==> config.mk <==
export PLATFORM = sky130hd
export DESIGN_NAME = alu_uart_interface
export DESIGN_NICKNAME = d
export VERILOG_FILES = /design/src/rtl/alu_uart_interface.sv
export SDC_FILE = /design/constraint.sdc
export NUM_CORES = 1
export LEC_CHECK = 0
export CAP_MARGIN = 0
export CORE_ASPECT_RATIO = 0.75
export CORE_UTILIZATION = 50
export DETAILED_ROUTE_END_ITERATION = 6
export GPL_ROUTABILITY_DRIVEN = 1
export HOLD_SLACK_MARGIN = 0.15
export PLACE_DENSITY = 0.79
export SLEW_MARGIN = 40
export SYNTH_ARGS = -nofsm -noshare
export SYNTH_HDL_FRONTEND = slang
export SYNTH_SLANG_ARGS = --single-unit
==> constraint.sdc <==
create_clock -name clock -period 3.4 [get_ports clock]
set_clock_uncertainty 0.15 [all_clocks]
set_input_delay 0.68 -clock clock [delete_from_list [all_inputs] [get_ports clock]]
set_output_delay 0.68 -clock clock [all_outputs]
set_load 0.03 [all_outputs]
==> src/rtl/alu_uart_interface.sv <==
// Frame controller between the UART and the ALU: collects operand A, operand B
// and opcode bytes, then hands the sign-extended ALU result to the transmitter.
module alu_uart_interface #(
  parameter int NB_DATA        = 8,
  parameter int NB_AB          = 8,
  parameter int NB_OP          = 6,
  parameter int TIMEOUT_CYCLES = 1000000
) (
  input  logic               clock,
  input  logic               i_reset,
  input  logic [NB_DATA-1:0] i_rx_data,
  input  logic               i_rx_done,
  output logic [NB_AB-1:0]   o_alu_a,
  output logic [NB_AB-1:0]   o_alu_b,
  output logic [NB_OP-1:0]   o_alu_op,
  input  logic [NB_AB-1:0]   i_alu_result,
  output logic [NB_DATA-1:0] o_tx_data,
  output logic               o_tx_start,
  input  logic               i_tx_done,
  output logic               o_busy,
  output logic               o_timeout,
  output logic               o_rx_drop
);

  localparam int CW = $clog2(TIMEOUT_CYCLES);
  localparam logic [CW-1:0] TERM_COUNT = CW'(TIMEOUT_CYCLES - 1);

  typedef enum logic [2:0] {
    ST_IDLE,
    ST_GET_B,
    ST_GET_OP,
    ST_EXEC,
    ST_SEND,
    ST_WAIT_TX
  } state_t;

  state_t               state_q, state_d;
  logic [NB_AB-1:0]     alu_a_q, alu_a_d;
  logic [NB_AB-1:0]     alu_b_q, alu_b_d;
  logic [NB_OP-1:0]     alu_op_q, alu_op_d;
  logic [NB_DATA-1:0]   tx_data_q, tx_data_d;
  logic                 tx_start_q, tx_start_d;
  logic                 timeout_q, timeout_d;
  logic                 rx_drop_q, rx_drop_d;
  logic [CW-1:0]        cnt_q, cnt_d;
  logic signed [NB_AB-1:0] result_s;

  assign result_s = i_alu_result;

  // Handshake: i_rx_done and i_tx_done are single-cycle strobes with no
  // back-pressure; a byte arriving while a result is in flight is dropped
  // and reported on o_rx_drop one cycle later.
  always_comb begin
    state_d    = state_q;
    alu_a_d    = alu_a_q;
    alu_b_d    = alu_b_q;
    alu_op_d   = alu_op_q;
    tx_data_d  = tx_data_q;
    tx_start_d = 1'b0;
    timeout_d  = 1'b0;
    rx_drop_d  = 1'b0;
    cnt_d      = cnt_q;
    case (state_q)
      ST_IDLE: begin
        cnt_d = '0;
        if (i_rx_done) begin
          alu_a_d = i_rx_data[NB_AB-1:0];
          state_d = ST_GET_B;
        end
      end
      ST_GET_B: begin
        if (i_rx_done) begin
          alu_b_d = i_rx_data[NB_AB-1:0];
          cnt_d   = '0;
          state_d = ST_GET_OP;
        end else if (cnt_q == TERM_COUNT) begin
          timeout_d = 1'b1;
          cnt_d     = '0;
          state_d   = ST_IDLE;
        end else begin
          cnt_d = cnt_q + CW'(1);
        end
      end
      ST_GET_OP: begin
        if (i_rx_done) begin
          alu_op_d = i_rx_data[NB_OP-1:0];
          cnt_d    = '0;
          state_d  = ST_EXEC;
        end else if (cnt_q == TERM_COUNT) begin
          timeout_d = 1'b1;
          cnt_d     = '0;
          state_d   = ST_IDLE;
        end else begin
          cnt_d = cnt_q + CW'(1);
        end
      end
      ST_EXEC: begin
        tx_data_d  = NB_DATA'(result_s);
        tx_start_d = 1'b1;
        rx_drop_d  = i_rx_done;
        state_d    = ST_SEND;
      end
      ST_SEND: begin
        rx_drop_d = i_rx_done;
        state_d   = ST_WAIT_TX;
      end
      ST_WAIT_TX: begin
        rx_drop_d = i_rx_done;
        if (i_tx_done) state_d = ST_IDLE;
      end
      default: state_d = ST_IDLE;
    endcase
  end

  always_ff @(posedge clock) begin
    if (i_reset) begin
      state_q    <= ST_IDLE;
      alu_a_q    <= '0;
      alu_b_q    <= '0;
      alu_op_q   <= '0;
      tx_data_q  <= '0;
      tx_start_q <= 1'b0;
      timeout_q  <= 1'b0;
      rx_drop_q  <= 1'b0;
      cnt_q      <= '0;
    end else begin
      state_q    <= state_d;
      alu_a_q    <= alu_a_d;
      alu_b_q    <= alu_b_d;
      alu_op_q   <= alu_op_d;
      tx_data_q  <= tx_data_d;
      tx_start_q <= tx_start_d;
      timeout_q  <= timeout_d;
      rx_drop_q  <= rx_drop_d;
      cnt_q      <= cnt_d;
    end
  end

  assign o_alu_a    = alu_a_q;
  assign o_alu_b    = alu_b_q;
  assign o_alu_op   = alu_op_q;
  assign o_tx_data  = tx_data_q;
  assign o_tx_start = tx_start_q;
  assign o_timeout  = timeout_q;
  assign o_rx_drop  = rx_drop_q;
  assign o_busy     = (state_q != ST_IDLE);

endmodule

==> metrics.yaml <==
worst_setup_path:
  cp.arrival_ns: 1.78
  slowest_delay_ns: 0.60
  reg2regPathDepth: 5
  r2r_slack_ns: 1.23
  crit_cells: 2
  cp_top_family: "buffers and inverters"
  crit_buf_inv: 1
  r2r_start: "cnt_q[12]"
  path_max_fanout: 15
  crit_chain: "or3_1 -> clkdlybuf4s50_1"
  cp-endpoint: "o_busy"
  cpMaxStageDelayCell: "clkdlybuf4s50_1"
  critPathKind: "reg2out"
  r2r-end: "cnt_q[6]"
  setup.worst_path.start: "state_q[2]"
  cp.required_ns: 2.57
  crit_path_end_kind: "output pin"
  start_kind: "flop"
detailed_routing:
  drt_first_pass_iters: 4
  drc: 0
  vias: 1995
  wl_per_cell_um: 13.3
  drt_wl_total_um: 5090
  drt_first_iter_violations: 132
  ant_nets: 0
  viasPerCell: 5.21
yosys:
  ys_warn_count: 0
  yosysSeqAreaShare: 0.496
  synth_area_per_cell_um2: 8.14
  yosys-top-cells-area: "dfxtp_1 50%, nand2_1 10%, a21oi_1 6.6%"
  ys_types: 32
  synth_area_leader_cell: "dfxtp_1"
  netlist_area_um2: 2260
  synthCells: 278
  syn_nets: 299
  yosysTopAreaCellShare: 0.496
  ys_ff_latch: 56
final_layout:
  layout-drive-gt1-share: 0.0396
  n_antenna_cell: 0
  register_area_um2: 1120
  fin_nets: 348
  fin_util: 0.693
  final_cell_mix: "60 x nand2_1, 56 x dfxtp_1, 53 x clkdlybuf4s50_1"
  final_common_cell: "nand2_1"
  area_growth_pct: 28.9
  nFillCells: 370
  multi_input_area_um2: 1080
clock_tree:
  cts_setup_buffers: 0
  cts_resized: 0
  clkSinkCount: 56
  clk_pin_slew_worst_paths_ns: 0.10
  clockBufferDepth: 2
  numCtsBuffers: 5
  cts_root_buf: "clkbuf_8"
  clock_latency_ns: 0.31
  ctsHtreeMaxLevel: 2
  ctsHoldBuffers: 0
  cts_tree: "done"
timing:
  fin_setup_tns_ns: 0
  slew_headroom: 0.564
  setup_viol: 0
  rsz0062_at_grt: "false"
  period_minus_slack_ns: 2.61
  fmax_mhz: 383
  report.final.slew_viol_count: 0
  final.period_utilization: 0.767
  hold_viol: 0
  worst_slew_pin_slew_ns: 0.648
global_routing:
  grt_pass1_vias: 1766
  gr-total-overflow: 0
  grt_max_degree: 41
  globalRouteTotalUtil: 0.222
  grt_pass1_wl_um: 8190
  antenna_found_initial: 0
floorplanning:
  die-area_um2: 4800
  die_w_um: 79.7
  die_h_um: 60.3
  rows: 20
  io_pins: 54
  start_util: 0.538
  coreArea_um2: 4200
placed_design:
  port_buffers: 53
  hpwl_um: 3580
  place.gp.congestion: 0.795
power:
  p_per_area_nw_per_um2: 422
  vdd_drop_max_mv: 0.308
  p_total_w: 0.00123
  leakagePower_nw: 0.986
outcome:
  status: "completed"
worst_hold_path:
  min_path_type: "reg2reg"
  worstHoldPathCells: 2
run:
  cap_violations: 0
## synthesized netlist by cell type
library cell,number
nor2_1,38
a21o_1,1
nor3b_1,2
and3_1,4
o211ai_1,1
xnor2_1,2
nand2_1,60
a211oi_1,1
nand4_1,8
clkbuf_1,9
ha_1,1
nor3_2,1
xor2_1,14
nand3_1,12
mux2i_1,6
o21ai_1,1
a211o_1,1
or2_2,1
a32oi_1,1
nor2b_1,2
nor3_1,4
or3_1,4
nor4_1,3
a22oi_1,1
dfxtp_1,56
a21oi_1,30
buf_2,4
nand2b_1,1
nand3_2,1
inv_1,2
nor4b_1,2
o21ai_0,4
## cell type report
| type | count | area share |
|---|---|---|
| clock buffer | 5 | 0.0236 |
| clock inverter | 3 | 0.00815 |
| inverter | 2 | 0.00258 |
| multi-input combinational | 207 | 0.370 |
| sequential | 56 | 0.385 |
| tap | 55 | 0.0236 |
| timing repair buffer | 55 | 0.187 |
## per-stage QoR
| stage | area [um2] | worst slack [ns] | instances | hold slack (ns) |
|---|---|---|---|---|
| 6_report | 2920 | 0.791 | 383 | 0.310 |
| 5_1_grt | 2920 | 0.690 | 383 | 0.331 |
| 4_1_cts | 2920 | 0.777 | 383 | 0.311 |
| 3_5_place_dp | 2820 | 0.883 | 375 | 0.297 |
| 3_3_place_gp | 2820 | 0.945 | 375 | 0.291 |
| 2_1_floorplan | 2260 | 1.42 | 278 | 0.321 |
## worst min path at each step
stage	start	end
5_1_grt	o_tx_data[6]	o_tx_data[6]
2_1_floorplan	cnt_q[19]	cnt_q[19]
3_3_place_gp	o_tx_data[4]	o_tx_data[4]
4_1_cts	o_tx_data[6]	o_tx_data[6]
3_5_place_dp	o_tx_data[6]	o_tx_data[6]
6_report	o_tx_data[6]	o_tx_data[6]
## state kept, by name, indices dropped and copies added (netlist names)
signal      flops
o_timeout       1
o_alu_op        6
o_tx_data       8
o_alu_b         8
cnt_q          20
o_tx_start      1
o_alu_a         8
state_q         3
o_rx_drop       1
## worst reg2reg max path, stage by stage (launching register included)
cell and delay, ns:
dfxtp_1 0.37, nor4b_1 0.35, nand3_1 0.16, nor4_1 0.34
a211o_1 0.52, o21ai_0 0.16
## where the power goes
group / internal, W / switching [W] / leakage [nW]
Sequential: 0.000674 / 0.0000158 / 0.453
Clock: 0.000147 / 0.000227 / 0.0404
Combinational: 0.0000713 / 0.0000956 / 0.492
Total: 0.000892 / 0.000339 / 0.986
## per-layer routing
layer | vias up | GRT usage | share of wire
met4 | 0 | 0.0675 | 0.0077
li1 | 1033 | - | -
met5 | - | 0 | 0
met1 | 895 | 0.317 | 0.51
met3 | 5 | 0.0519 | 0.065
met2 | 62 | 0.331 | 0.41
## logic make-up (layout without fill, tap and decap cells)
family	after synthesis	after routing	share of synthesized area
fa+ha+maj	1	1	0.00553
flops	56	56	0.496
simple gates	143	143	0.285
xor+xnor	16	16	0.0619
compound gates	41	41	0.0985
buf+inv	15	65	0.0271
mux	6	6	0.0265
Power figures use the tool's default switching activity.
